File: config.mk
export PLATFORM = sky130hd
export DESIGN_NAME = fsk_demod_word
export DESIGN_NICKNAME = d
export VERILOG_FILES = /design/src/rtl/fsk_demod_word.sv
export SDC_FILE = /design/constraint.sdc
export NUM_CORES = 1
export LEC_CHECK = 0
export CAP_MARGIN = 0
export CORE_MARGIN = 4
export CORE_UTILIZATION = 45
export DETAILED_ROUTE_END_ITERATION = 8
export GPL_TIMING_DRIVEN = 0
export PLACE_DENSITY = 0.69
export SKIP_CTS_REPAIR_TIMING = 1
export SLEW_MARGIN = 20
export SYNTH_ARGS = -nofsm -noshare
export SYNTH_HDL_FRONTEND = slang
export SYNTH_SLANG_ARGS = --single-unit
File: constraint.sdc
create_clock -name clk_clk -period 5.5 [get_ports clk_clk]
set_input_delay 1.1 -clock clk_clk [delete_from_list [all_inputs] [get_ports clk_clk]]
set_output_delay 1.1 -clock clk_clk [all_outputs]
set_load 0.01 [all_outputs]
File: src/rtl/fsk_demod_word.sv
// -----------------------------------------------------------------------------
// fsk_demod_word
//   Receive-side FSK demodulator. The comparator-sliced line is synchronised,
//   each carrier period is measured and classified as mark (short period, '1')
//   or space (long period, '0'), and asynchronous frames of
//   start(space) + 32 data bits LSB first + stop(mark) are recovered.
//   A good frame updates word_out together with a one-cycle word_valid pulse;
//   a bad stop bit gives a one-cycle frame_err pulse instead.
//
//   Optional build macro: FSK_PARITY_EN
//     When defined, one even-parity bit follows data bit 31 (PAR state) and a
//     parity mismatch turns an otherwise good frame into a frame_err.
//
// Ports
//   clk_clk        in   1   system clock (50 MHz)
//   reset_reset_n  in   1   asynchronous active-low reset
//   fsk_in         in   1   sliced FSK line, asynchronous to clk_clk
//   word_out       out  32  last good word, LSB = first data bit received
//   word_valid     out  1   one-cycle pulse when word_out updates
//   frame_err      out  1   one-cycle pulse on bad stop (or parity) bit
//   carrier_ok     out  1   high while rising edges arrive within TIMEOUT
//   busy           out  1   high while a frame is being received
// -----------------------------------------------------------------------------
module fsk_demod_word #(
    parameter int BIT_CLKS = 5000,
    parameter int THRESH   = 750,
    parameter int TIMEOUT  = 4000,
    parameter int PER_W    = 16
) (
    input  logic        clk_clk,
    input  logic        reset_reset_n,
    input  logic        fsk_in,
    output logic [31:0] word_out,
    output logic        word_valid,
    output logic        frame_err,
    output logic        carrier_ok,
    output logic        busy
);

    localparam logic [PER_W-1:0] C_CNT_MAX   = {PER_W{1'b1}};
    localparam logic [PER_W-1:0] C_THRESH    = PER_W'(THRESH);
    localparam logic [PER_W-1:0] C_TIMEOUT   = PER_W'(TIMEOUT);
    localparam logic [PER_W-1:0] C_BIT_LAST  = PER_W'(BIT_CLKS - 1);
    localparam logic [PER_W-1:0] C_HALF_LAST = PER_W'(BIT_CLKS / 2 - 1);

    typedef enum logic [2:0] {
        S_IDLE,
        S_START,
        S_DATA,
        S_STOP
`ifdef FSK_PARITY_EN
        , S_PAR
`endif
    } state_t;

    // Saturating increment shared by the period and bit counters.
    function automatic logic [PER_W-1:0] f_sat_inc(input logic [PER_W-1:0] v);
        return (v == C_CNT_MAX) ? v : v + PER_W'(1);
    endfunction

`ifdef FSK_PARITY_EN
    // Even parity over data plus parity bit: 1 means the frame is corrupt.
    function automatic logic f_par_err(input logic [31:0] w, input logic p);
        return ^{w, p};
    endfunction
`endif

    // Synchroniser, edge detector and period measurement
    logic             r_sync1;
    logic             r_sync2;
    logic             r_edge;
    logic             r_rise;
    logic [PER_W-1:0] r_per_cnt;
    logic             r_tone;
    logic             r_carrier_ok;

    // FSM and frame datapath
    state_t           r_state;
    state_t           w_state_nxt;
    logic [PER_W-1:0] r_bit_cnt;
    logic [4:0]       r_bit_idx;
    logic [31:0]      r_shreg;
    logic [31:0]      r_word_out;
    logic             r_word_valid;
    logic             r_frame_err;
    logic             r_busy;
    logic             w_bit_done;
    logic             w_cnt_clr;
    logic             w_stop_sample;
    logic             w_frame_good;
`ifdef FSK_PARITY_EN
    logic             r_par_bit;
`endif

    assign word_out   = r_word_out;
    assign word_valid = r_word_valid;
    assign frame_err  = r_frame_err;
    assign carrier_ok = r_carrier_ok;
    assign busy       = r_busy;

    // Two-flop synchroniser plus an edge register; the rise flag is itself
    // registered so an edge is acted on three clocks after it hits the pin.
    always_ff @(posedge clk_clk or negedge reset_reset_n) begin
        if (!reset_reset_n) begin
            r_sync1 <= 1'b0;
            r_sync2 <= 1'b0;
            r_edge  <= 1'b0;
            r_rise  <= 1'b0;
        end else begin
            r_sync1 <= fsk_in;
            r_sync2 <= r_sync1;
            r_edge  <= r_sync2;
            r_rise  <= r_sync2 & ~r_edge;
        end
    end

    // Period counter, tone classification and carrier supervision.
    // The first edge after reset or carrier loss has no valid reference
    // period, so it only restarts the counter and re-arms carrier_ok.
    always_ff @(posedge clk_clk or negedge reset_reset_n) begin
        if (!reset_reset_n) begin
            r_per_cnt    <= '0;
            r_tone       <= 1'b1;
            r_carrier_ok <= 1'b0;
        end else if (r_rise) begin
            r_per_cnt    <= PER_W'(1);
            r_carrier_ok <= 1'b1;
            if (r_carrier_ok) begin
                r_tone <= (r_per_cnt < C_THRESH);
            end else begin
                r_tone <= r_tone;
            end
        end else begin
            r_per_cnt <= f_sat_inc(r_per_cnt);
            if (r_per_cnt >= C_TIMEOUT) begin
                r_carrier_ok <= 1'b0;
                r_tone       <= 1'b1;
            end else begin
                r_carrier_ok <= r_carrier_ok;
                r_tone       <= r_tone;
            end
        end
    end

    // FSM state register.
    always_ff @(posedge clk_clk or negedge reset_reset_n) begin
        if (!reset_reset_n) begin
            r_state <= S_IDLE;
        end else begin
            r_state <= w_state_nxt;
        end
    end

    // Next-state logic and per-cycle decode of bit timing and frame outcome.
    always_comb begin
        w_state_nxt   = r_state;
        w_bit_done    = (r_bit_cnt == C_BIT_LAST);
        w_stop_sample = 1'b0;
`ifdef FSK_PARITY_EN
        w_frame_good  = r_tone & ~f_par_err(r_shreg, r_par_bit);
`else
        w_frame_good  = r_tone;
`endif
        case (r_state)
            S_IDLE: begin
                if (!r_tone && r_carrier_ok) begin
                    w_state_nxt = S_START;
                end else begin
                    w_state_nxt = S_IDLE;
                end
            end
            S_START: begin
                if (!r_carrier_ok) begin
                    w_state_nxt = S_IDLE;
                end else if (r_bit_cnt == C_HALF_LAST) begin
                    // Mid start bit: still space means a real start bit.
                    w_state_nxt = r_tone ? S_IDLE : S_DATA;
                end else begin
                    w_state_nxt = S_START;
                end
            end
            S_DATA: begin
                if (!r_carrier_ok) begin
                    w_state_nxt = S_IDLE;
                end else if (w_bit_done && (r_bit_idx == 5'd31)) begin
`ifdef FSK_PARITY_EN
                    w_state_nxt = S_PAR;
`else
                    w_state_nxt = S_STOP;
`endif
                end else begin
                    w_state_nxt = S_DATA;
                end
            end
`ifdef FSK_PARITY_EN
            S_PAR: begin
                if (!r_carrier_ok) begin
                    w_state_nxt = S_IDLE;
                end else if (w_bit_done) begin
                    w_state_nxt = S_STOP;
                end else begin
                    w_state_nxt = S_PAR;
                end
            end
`endif
            S_STOP: begin
                if (!r_carrier_ok) begin
                    w_state_nxt = S_IDLE;
                end else if (w_bit_done) begin
                    w_state_nxt   = S_IDLE;
                    w_stop_sample = 1'b1;
                end else begin
                    w_state_nxt = S_STOP;
                end
            end
            default: begin
                w_state_nxt = S_IDLE;
            end
        endcase
        // Bit counter restarts in IDLE, on every state change and at each
        // bit boundary so every later sample lands mid-bit.
        w_cnt_clr = (r_state == S_IDLE) || (w_state_nxt != r_state) || w_bit_done;
    end

    // Frame datapath: bit timing, data shift, word/pulse outputs and busy.
    always_ff @(posedge clk_clk or negedge reset_reset_n) begin
        if (!reset_reset_n) begin
            r_bit_cnt    <= '0;
            r_bit_idx    <= 5'd0;
            r_shreg      <= 32'd0;
            r_word_out   <= 32'd0;
            r_word_valid <= 1'b0;
            r_frame_err  <= 1'b0;
            r_busy       <= 1'b0;
`ifdef FSK_PARITY_EN
            r_par_bit    <= 1'b0;
`endif
        end else begin
            r_bit_cnt    <= w_cnt_clr ? '0 : f_sat_inc(r_bit_cnt);
            r_busy       <= (w_state_nxt != S_IDLE);
            r_word_valid <= 1'b0;
            r_frame_err  <= 1'b0;
            case (r_state)
                S_START: begin
                    r_bit_idx <= 5'd0;
                end
                S_DATA: begin
                    if (r_carrier_ok && w_bit_done) begin
                        r_shreg[r_bit_idx] <= r_tone;
                        r_bit_idx          <= r_bit_idx + 5'd1;
                    end else begin
                        r_bit_idx <= r_bit_idx;
                    end
                end
`ifdef FSK_PARITY_EN
                S_PAR: begin
                    if (r_carrier_ok && w_bit_done) begin
                        r_par_bit <= r_tone;
                    end else begin
                        r_par_bit <= r_par_bit;
                    end
                end
`endif
                S_STOP: begin
                    if (w_stop_sample && w_frame_good) begin
                        r_word_out   <= r_shreg;
                        r_word_valid <= 1'b1;
                    end else if (w_stop_sample) begin
                        r_frame_err <= 1'b1;
                    end else begin
                        r_word_out <= r_word_out;
                    end
                end
                default: begin
                    r_bit_idx <= r_bit_idx;
                end
            endcase
        end
    end

endmodule

==> results.txt <==
----------------------------------------------------
[Timing]
  Slew HR ... 29.1%
  Shortest period the worst path allows ... 2730 ps
  Final-report setup violation count ... 0
  Final TNS setup ... 0 ps
  Number of slew-limit violations in the final report ... 0
  Final hold viol count ... 0
  Setup repair after global routing missed its margin ... no
  Fmax ... 0.366 GHz
  Tcrit/Tclk final ... 49.7%
  Least-Margin Pin Slew ... 1050 ps
  Least setup slack across all paths after layout ... 2770 ps
  Setup skew after layout ... 11.1 ps

[Yosys]
  Mean instance size in the synthesized netlist ... 11.4 um^2
  Synthesized netlist net count ... 460
  Gate count after technology mapping ... 450
  Part of the Yosys area used for sequential elements ... 54.8%
  Yosys warnings ... 0
  Library cells used by synthesis ... 51
  Count of flip-flops with a built-in enable after synthesis ... 0
  Synth async-reset ratio ... 100%
  Synth Register Bits ... 112
  Cell area after synthesis ... 5120 um^2
  Largest area contributor in the netlist ... sky130_fd_sc_hd__dfrtp_1
  Leading register cell type out of synthesis ... sky130_fd_sc_hd__dfrtp_1
  Biggest area contributors in the synthesized netlist ... sky130_fd_sc_hd__dfrtp_1, sky130_fd_sc_hd__mux2_2, sky130_fd_sc_hd__o21ai_0
  Share of Yosys cell area claimed by the top area cell type ... 54.3%

[Worst setup path]
  Required time worst endpoint ... 5740 ps
  Type of element launching the critical path ... register
  Category of the worst setup path capture point ... register
  Critical Path AT ... 2970 ps
  Type of the setup path with the least slack ... register to register
  Highest net fanout along the worst path ... 10

[CTS]
  Latest clock arrival within the worst-skew pair ... 360 ps
  Root buffer selected by CTS ... sky130_fd_sc_hd__clkbuf_16
  Number of buffers created by CTS ... 9
  TritonCTS clock tree ... yes
  Total number of clock tree sinks ... 112
  Clock edge transition at the registers on the reported setup and hold paths ... 70 ps
  Max clock buf depth ... 2
  CTS H-tree lvls ... 3

[Floorplanning]
  Row cnt ... 38
  Floorplan die height ... 115 um
  Initial Utilization ... 46.6%
  Full die area ... 13100 um^2
  Area of the placeable core ... 11000 um^2
  Width of the chip ... 115 um
  Number of top-level pins ... 39

[Power and ir drop]
  Peak supply drop ... 0.000238 V
  Pwr/cell area ... 270 nW/um^2
  Leak ... 2.63 nW

[Detailed routing]
  Remaining number of nets flagged by the antenna check after routing ... 0
  Initial drt markers ... 202
  Detailed-route via count ... 3608
  First drt pass iteration count ... 4
  Drt drc ... 0
  Via density ... 5.59
  DR WL/cell ... 15.2 um
  DRT Wirelength ... 9.79 mm

[Cells and area]
  Number of antenna repair diodes ... 0
  Net count of the finished layout ... 510
  Share of final-layout standard cells stronger than drive strength 1 ... 16.2%
  Final core area utilization ... 54.7%
  Growth of design area from synthesis to finish ... 17.4%

[GRT]
  Overall routing resource usage ... 15.8%
  Number of antenna violations at the first check in global routing ... 0
  Pin count of the biggest net entering global routing ... 85
  Global-route wire length before repair ... 16.9 mm
  Grt ovf ... 0
  Via count of the first global-routing pass ... 3508

[Placed design]
  Weighted congestion reported at the end of routability-driven placement ... 0.815
  HPWL Detailed ... 6.80 mm
  Port Buf Inserts ... 38
  Pre-CTS setup slack ... 2790 ps

[Status]
  Outcome ... finished, final reports clean

[Min path]
  Worst Hold Class ... register to register

[Flow run]
  Count of max-cap constraint violations ... 0

----------------------------------------------------
[layer usage]
metal | routed length (um) | GRT usage, %
met5 | 0 | 0
met4 | 172 | 5.30
met3 | 360 | 3.86
met2 | 4560 | 24.5
met1 | 4690 | 21.7
[flip-flops by register name, indices dropped and copies added, names as in the netlist, 2 cells and up]
register   cells
r_shreg       32
word_out      32
r_bit_cnt     16
r_per_cnt     16
r_bit_idx      5
r_state        2
[metrics by stage]
stage / hold WS, ps / instance area, um^2 / power [mW] / instances
2_1_floorplan: 331 / 5120 / 0.948 / 450
4_1_cts: 356 / 6000 / 1.64 / 645
6_report: 354 / 6000 / 1.62 / 645
3_5_place_dp: 340 / 5710 / 0.998 / 629
5_1_grt: 371 / 6000 / 1.70 / 645
3_3_place_gp: 335 / 5670 / 0.992 / 628
[critical path, stage by stage, from the launching register on]
cell and delay, ps:
sky130_fd_sc_hd__dfrtp_1 440, sky130_fd_sc_hd__or4_1 600, sky130_fd_sc_hd__nor4_1 570, sky130_fd_sc_hd__nor2_1 90, sky130_fd_sc_hd__o211ai_1 570, sky130_fd_sc_hd__buf_4 290
sky130_fd_sc_hd__nor2_1 70
[worst paths after layout]
| kind | cells past startpoint | to | from | slack [ps] |
|---|---|---|---|---|
| max | 6 | r_bit_cnt[1] | r_bit_cnt[10] | 2770 |
| min | 0 | r_sync2 | r_sync1 | 350 |
| max reg2reg | 6 | r_bit_cnt[1] | r_bit_cnt[10] | 2770 |
| min reg2reg | 0 | r_sync2 | r_sync1 | 350 |
| max in group asynchronous | 2 | r_tone | reset_reset_n | 4200 |
| min in group asynchronous | 1 | word_out[21] | reset_reset_n | 600 |
[kinds of logic after synthesis]
family	share of synthesized area, %
flops	54.8
buf+inv	2.57
xor+xnor	3.42
fa+ha+maj	1.71
mux	11.1
compound gates	10.1
simple gates	16.4
[cell usage after synthesis, drive strengths merged (5+ instances only)]
cell type and number:
inv 9, a21oi 12, mux2 45, nand3 27, and3 5, nor4 7
clkbuf 12, xor2 7, o21ai 32, mux2i 6, nor2 39, xnor2 13
nor3 14, ha 7, o31ai 20, dfrtp 111, nand2 22, buf 5
nand4 13
[where the power goes]
group,internal [mW],total (mW),switching (mW)
Clock,0.322,0.642,0.321
Sequential,0.844,0.867,0.0235
Combinational,0.0377,0.113,0.0750
Total,1.20,1.62,0.419
[area by class of cell]
cell class	instances	area, um^2
buffer	17	93.8
clock buffer	9	225
clock inverter	7	72.6
fill	933	4980
inverter	10	37.5
multi-input combinational	311	2190
sequential	112	2800
tap	140	175
timing repair buffer	39	409
[cells in the final DEF (no fill, tap or decap), types with 6 or more instances in the layout]
master and instances:
sky130_fd_sc_hd__nor3_1 13, sky130_fd_sc_hd__nor2_1 39, sky130_fd_sc_hd__clkdlybuf4s50_1 37, sky130_fd_sc_hd__xor2_1 7, sky130_fd_sc_hd__nand2_1 22, sky130_fd_sc_hd__nand4_1 9
sky130_fd_sc_hd__xnor2_1 13, sky130_fd_sc_hd__inv_1 8, sky130_fd_sc_hd__mux2i_1 6, sky130_fd_sc_hd__dfrtp_1 111, sky130_fd_sc_hd__o21ai_0 32, sky130_fd_sc_hd__clkbuf_16 9
sky130_fd_sc_hd__o31ai_1 20, sky130_fd_sc_hd__mux2_2 45, sky130_fd_sc_hd__a21oi_1 12, sky130_fd_sc_hd__ha_1 7, sky130_fd_sc_hd__nand3_1 27, sky130_fd_sc_hd__clkbuf_1 12
No activity file was read; power rests on OpenSTA's default activity.
